$ cat config.mk
export PLATFORM = sky130hd
export DESIGN_NAME = binary16_sqrt_arbiter
export DESIGN_NICKNAME = d
export VERILOG_FILES = /design/src/rtl/binary16_sqrt_arbiter.sv
export SDC_FILE = /design/constraint.sdc
export NUM_CORES = 1
export LEC_CHECK = 0
export ABC_AREA = 0
export BUFFER_PORTS_ARGS = -buffer_cell sky130_fd_sc_hd__buf_2
export CAP_MARGIN = 20
export CELL_PAD_IN_SITES_DETAIL_PLACEMENT = 1
export CELL_PAD_IN_SITES_GLOBAL_PLACEMENT = 2
export CORE_MARGIN = 4
export CORE_UTILIZATION = 29
export CTS_BUF_LIST = sky130_fd_sc_hd__clkbuf_8 sky130_fd_sc_hd__clkbuf_16
export DETAILED_ROUTE_END_ITERATION = 8
export GPL_ROUTABILITY_DRIVEN = 1
export PLACE_DENSITY = 0.83
export SYNTH_ARGS = -nofsm -noshare
export SYNTH_HDL_FRONTEND = slang
export SYNTH_SLANG_ARGS = --single-unit
$ cat constraint.sdc
create_clock -name clk_in -period 4.4 [get_ports clk_in]
set_input_delay 0.22 -clock clk_in [delete_from_list [all_inputs] [get_ports clk_in]]
set_output_delay 0.22 -clock clk_in [all_outputs]
set_load 0.02 [all_outputs]
$ cat src/rtl/binary16_sqrt_arbiter.sv
`default_nettype none
`timescale 1ns/1ps
// ============================================================================
//  Module   : binary16_sqrt_arbiter
//  Purpose  : Shares one fully pipelined binary16 square-root unit among
//             NUM_REQ requesters. Round-robin grant, at most one issue per
//             cycle, requester ID kept in an in-order tag FIFO so each result
//             is strobed back to the requester that issued it.
//  Ports    : clk_in, rst (async, active-high)
//             req_valid/req_data/req_ready  - requester operand handshake
//             resp_valid/resp_data          - one-hot result strobe + shared bus
//             sqrt_n/sqrt_valid_in          - issue side of the sqrt unit
//             sqrt_result/sqrt_valid_out    - return side of the sqrt unit
//             idle, err_orphan, issue_count - status
//  Options  : SQRT_ARB_STATS_EN - build saturating per-requester issue counters
//  Revision : 1.0 - initial release
// ============================================================================
module binary16_sqrt_arbiter #(
    parameter int NUM_REQ         = 4,
    parameter int TAG_DEPTH       = 16,
    parameter int MAX_OUTSTANDING = 14
) (
    input  logic                    clk_in,
    input  logic                    rst,
    input  logic [NUM_REQ-1:0]      req_valid,
    input  logic [NUM_REQ*16-1:0]   req_data,
    output logic [NUM_REQ-1:0]      req_ready,
    output logic [NUM_REQ-1:0]      resp_valid,
    output logic [15:0]             resp_data,
    output logic [15:0]             sqrt_n,
    output logic                    sqrt_valid_in,
    input  logic [15:0]             sqrt_result,
    input  logic                    sqrt_valid_out,
    output logic                    idle,
    output logic                    err_orphan,
    output logic [NUM_REQ*16-1:0]   issue_count
);

    localparam int c_IDX_W = (NUM_REQ > 1) ? $clog2(NUM_REQ) : 1;
    localparam int c_PTR_W = $clog2(TAG_DEPTH);
    localparam int c_CNT_W = $clog2(TAG_DEPTH + 1);

    logic [c_IDX_W-1:0]   r_rr_ptr;
    logic [c_PTR_W-1:0]   r_wr_ptr;
    logic [c_PTR_W-1:0]   r_rd_ptr;
    logic [c_CNT_W-1:0]   r_count;
    logic [c_IDX_W-1:0]   r_tag_mem [TAG_DEPTH];
    logic                 r_sqrt_valid_in;
    logic [15:0]          r_sqrt_n;
    logic [NUM_REQ-1:0]   r_resp_valid;
    logic [15:0]          r_resp_data;
    logic                 r_err_orphan;

    logic                 w_found;
    logic [c_IDX_W-1:0]   w_winner;
    logic [c_IDX_W:0]     w_sum;
    logic [c_IDX_W-1:0]   w_rr_next;
    logic                 w_can_issue;
    logic                 w_xfer;
    logic                 w_pop;
    logic [c_IDX_W-1:0]   w_pop_tag;
    logic [15:0]          w_win_data;

    // The gate uses the registered count only, so a pop in the same cycle
    // cannot re-open it until the following cycle.
    assign w_can_issue = (r_count < c_CNT_W'(MAX_OUTSTANDING));

    // Round-robin search starting at r_rr_ptr, wrapping at NUM_REQ.
    always_comb begin
        w_found  = 1'b0;
        w_winner = '0;
        w_sum    = '0;
        for (int k = 0; k < NUM_REQ; k++) begin
            w_sum = {1'b0, r_rr_ptr} + (c_IDX_W+1)'(k);
            if (w_sum >= (c_IDX_W+1)'(NUM_REQ)) begin
                w_sum = w_sum - (c_IDX_W+1)'(NUM_REQ);
            end
            if (!w_found && req_valid[w_sum[c_IDX_W-1:0]]) begin
                w_found  = 1'b1;
                w_winner = w_sum[c_IDX_W-1:0];
            end
        end
    end

    assign w_rr_next  = (w_winner == c_IDX_W'(NUM_REQ - 1)) ? '0 : w_winner + 1'b1;
    assign w_xfer     = w_found & w_can_issue & ~rst;
    assign w_win_data = req_data[16*w_winner +: 16];

    always_comb begin
        req_ready = '0;
        if (w_xfer) begin
            req_ready[w_winner] = 1'b1;
        end
    end

    // A result with no tag to pair it with is an orphan and is dropped.
    assign w_pop     = sqrt_valid_out & (r_count != '0);
    assign w_pop_tag = r_tag_mem[r_rd_ptr];

    // Tag storage needs no reset: entries are only read behind r_count.
    always_ff @(posedge clk_in) begin
        if (w_xfer) begin
            r_tag_mem[r_wr_ptr] <= w_winner;
        end
    end

    always_ff @(posedge clk_in or posedge rst) begin
        if (rst) begin
            r_rr_ptr        <= '0;
            r_wr_ptr        <= '0;
            r_rd_ptr        <= '0;
            r_count         <= '0;
            r_sqrt_valid_in <= 1'b0;
            r_sqrt_n        <= '0;
            r_resp_valid    <= '0;
            r_resp_data     <= '0;
            r_err_orphan    <= 1'b0;
        end else begin
            r_sqrt_valid_in <= w_xfer;
            if (w_xfer) begin
                r_sqrt_n <= w_win_data;
                r_wr_ptr <= r_wr_ptr + 1'b1;
                r_rr_ptr <= w_rr_next;
            end
            if (w_pop) begin
                r_rd_ptr <= r_rd_ptr + 1'b1;
            end
            case ({w_xfer, w_pop})
                2'b10:   r_count <= r_count + 1'b1;
                2'b01:   r_count <= r_count - 1'b1;
                default: r_count <= r_count;
            endcase
            r_resp_valid <= '0;
            if (w_pop) begin
                r_resp_valid[w_pop_tag] <= 1'b1;
                r_resp_data             <= sqrt_result;
            end
            if (sqrt_valid_out && (r_count == '0)) begin
                r_err_orphan <= 1'b1;
            end
        end
    end

    assign sqrt_valid_in = r_sqrt_valid_in;
    assign sqrt_n        = r_sqrt_n;
    assign resp_valid    = r_resp_valid;
    assign resp_data     = r_resp_data;
    assign err_orphan    = r_err_orphan;
    assign idle          = (r_count == '0) && (r_wr_ptr == r_rd_ptr);

`ifdef SQRT_ARB_STATS_EN
    generate
        for (genvar gi = 0; gi < NUM_REQ; gi++) begin : g_stats
            logic [15:0] r_issue_cnt;
            always_ff @(posedge clk_in or posedge rst) begin
                if (rst) begin
                    r_issue_cnt <= '0;
                end else if (req_ready[gi] && req_valid[gi] && (r_issue_cnt != 16'hFFFF)) begin
                    r_issue_cnt <= r_issue_cnt + 16'd1;
                end
            end
            assign issue_count[16*gi +: 16] = r_issue_cnt;
        end
    endgenerate
`else
    assign issue_count = '0;
`endif

endmodule
`default_nettype wire

==> impl_metrics.json <==
{
  "outcome": "finished, final reports clean",
  "ys_top_cells_by_area": "dfrtp_1 29%, edfxtp_1 21%, buf_4 11%",
  "fin_setup_tns_ns": 0,
  "crit_type": "reg -> reg",
  "antenna_found_initial": 0,
  "comb_power_share_pct": 39.1,
  "vias": 3276,
  "finalWeightedCongestion": 0.8103,
  "cts_tree": "yes",
  "globalRouteOverflowTotal": 0,
  "ys_warn_count": 0,
  "p_clk_share_pct": 23.8,
  "power_density_mw_per_mm2": 629.6,
  "cp_max_fo": 23,
  "cap_viol_max_count": 0,
  "fill_cells": 1816,
  "cts-buffers-inserted": 9,
  "syn_area_mm2": 0.004644,
  "core_mm2": 0.01543,
  "post_cts_buffers": 0,
  "root_buffer": "clkbuf_16",
  "stdcell_area_mm2": 0.005563,
  "p_total_mw": 3.502,
  "crit_arrival_ns": 3.77,
  "power.switching_mw": 1.358,
  "worstMarginPinSlew_ns": 0.8696,
  "finalHoldViolCount": 0,
  "ys_seq_elements": 85,
  "yosysTopAreaCell": "dfrtp_1",
  "antenna_left": 0,
  "yosys.area_share.simple_pct": 12.12,
  "p_int_mw": 2.144,
  "setup_viol": 0,
  "ios": 194,
  "rsz0062_at_grt": "false",
  "dp_hpwl_um": 8988,
  "fmax_ghz": 0.2854,
  "avgViaCountPerCell": 4.380,
  "multiInputGateArea_mm2": 0.001966,
  "end_kind": "register",
  "synth_area_per_cell_um2": 11.38,
  "slew_viol_final": 0,
  "dr.pass1.iters": 4,
  "synth.area.mux_share_pct": 12.07,
  "grt_pass1_vias": 3622,
  "wl_per_cell_um": 15.61,
  "regArea_mm2": 0.002287,
  "num_antenna_cells": 0,
  "yosys.cell_types.count": 42,
  "peakVddDrop_mv": 0.2472,
  "cts_resized": 0,
  "synth_compound_area_share_pct": 6.466,
  "min_period_over_period_pct": 79.63,
  "min_path_type": "in -> reg",
  "clock_path_buffers": 2,
  "synth-seq-area-share_pct": 49.25,
  "track_usage_pct": 12.97,
  "die_w_um": 134.6,
  "clk_latency_ns": 0.34,
  "placedCellCount": 732,
  "synthCells": 408,
  "syn_to_final_growth_pct": 19.77,
  "required_ns": 4.67,
  "port_buffers": 129,
  "synth_top_area_share_pct": 28.56,
  "grt_start_max_net_pins": 54,
  "clock_sink_count": 85,
  "skew_ns": 0.008234,
  "mostFrequentLayoutCells": "129 x buf_2, 79 x nand2_1, 64 x conb_1, 53 x dfrtp_1",
  "htreeDepth": 3,
  "placed_cell_area_mm2": 0.005234,
  "switching_share_pct": 38.79,
  "synthXorXnorAreaFrac_pct": 3.017,
  "cts.clk_slew.worst_paths_ns": 0.06,
  "grt_pass1_wl_um": 18690,
  "synth_top_family_by_area": "buffers and inverters",
  "p_seq_share_pct": 37.1,
  "start_util_pct": 30.11,
  "die_h_um": 134.6,
  "synth_fa_ha_area_share_pct": 3.233,
  "finalNonFillerCells": 748,
  "detailedRoute.firstIterationViolations": 188,
  "route.detailed.drc": 0,
  "die_area_mm2": 0.01810,
  "start_kind": "register",
  "final_nets": 631,
  "wirelength_um": 11670,
  "ctsHoldBuffers": 0,
  "rows": 45,
  "max_slew_margin_pct": 41.90,
  "period_minus_slack_ns": 3.504,
  "post_route_cells_drive_above_1_share_pct": 31.28,
  "mostFrequentLayoutCell": "buf_2",
  "post-place-ws_ns": 0.9160,
  "fin_ws_ns": 0.8962,
  "power_leakage_nw": 2.674
}
[state kept, by name, indices dropped and copies added (netlist names)]
name	flops
sqrt_n	16
r_rd_ptr	4
r_tag_mem	32
resp_valid	4
resp_data	16
r_wr_ptr	4
sqrt_valid_in	1
r_count	5
r_rr_ptr	2
err_orphan	1
[final timing paths]
kind                                start            to  slack (ns)  depth (start not counted)
max                            r_count[1]    r_count[4]        0.90                         11
max in group asynchronous             rst   r_rr_ptr[0]        3.79                          3
min reg2reg                  resp_data[2]  resp_data[2]        0.47                          2
max reg2reg                    r_count[1]    r_count[4]        0.90                         11
min in group asynchronous             rst   r_wr_ptr[1]        0.12                          3
min                        sqrt_result[2]  resp_data[2]        0.07                          3
[cells by family after synthesis]
logic type	after synthesis
mux	43
fa+ha+maj	12
buf+inv	94
xor+xnor	16
compound gates	35
other cells	1
flops	85
simple gates	122
[layer usage]
metal | wire, um | share of wire, % | global-route usage [%] | vias to the layer above
li1 | - | - | - | 1533
met1 | 4871 | 42 | 15.90 | 1623
met2 | 6035 | 52 | 22.57 | 118
met3 | 716 | 6.1 | 3.428 | 2
met4 | 49 | 0.42 | 3.620 | 0
met5 | 0 | 0 | 0 | -
[Yosys cell counts]
cell	instances
nand2_1	79
buf_4	66
dfrtp_1	53
edfxtp_1	32
mux2i_1	32
o221ai_1	17
and2_1	12
ha_1	12
xnor2_1	11
inv_1	10
mux4_2	9
nor2_1	8
buf_2	7
a21oi_1	5
and3_1	5
clkbuf_1	5
xor2_1	5
and4_1	4
buf_6	4
nand4_1	3
nor3_1	3
o21ai_0	3
nor2b_1	2
o221a_2	2
or3_1	2
a211o_1	1
a211oi_1	1
a21o_1	1
a22oi_1	1
a311oi_2	1
buf_1	1
conb_1	1
inv_2	1
mux2_2	1
mux4_1	1
nand2b_1	1
nor3b_2	1
o21bai_1	1
o31ai_1	1
o41ai_4	1
or3b_1	1
or3b_2	1
[worst max-delay path, cell delays in order, from the launching register on]
cell and delay (ns):
dfrtp_1 0.47, or3_1 0.42, or3_1 0.38, nand2_1 0.12, inv_1 0.31, ha_1 0.44, xor2_1 0.19, ha_1 0.25
or3b_2 0.48, o221a_2 0.13, nor2_1 0.11, xor2_1 0.15
[power by group through the flow]
stage	Combinational (mW)	Sequential, mW	Clock, mW
after global routing	1.51	1.34	0.888
after global placement	1.33	1.30	0
final	1.37	1.30	0.832
after floorplan	0.977	1.35	0
after detailed placement	1.39	1.32	0
after CTS	1.39	1.30	0.857
[through the flow]
step	hold slack, ns	utilization (%)
after CTS	0.05872	36.06
final	0.07014	36.06
after detailed placement	0.4164	33.93
after global routing	0.07323	36.06
after floorplan	0.3254	-
after global placement	0.4120	33.93
[area by class of cell]
class | count | share of cell area [%]
Timing Repair Buffer | 133 | 12.15
Tap cell | 211 | 4.746
Sequential cell | 85 | 41.12
Clock inverter | 7 | 1.867
Multi-Input combinational cell | 292 | 35.34
Clock buffer | 9 | 4.049
Inverter | 11 | 0.7422
Note: power is estimated with default switching activity, not from simulation.
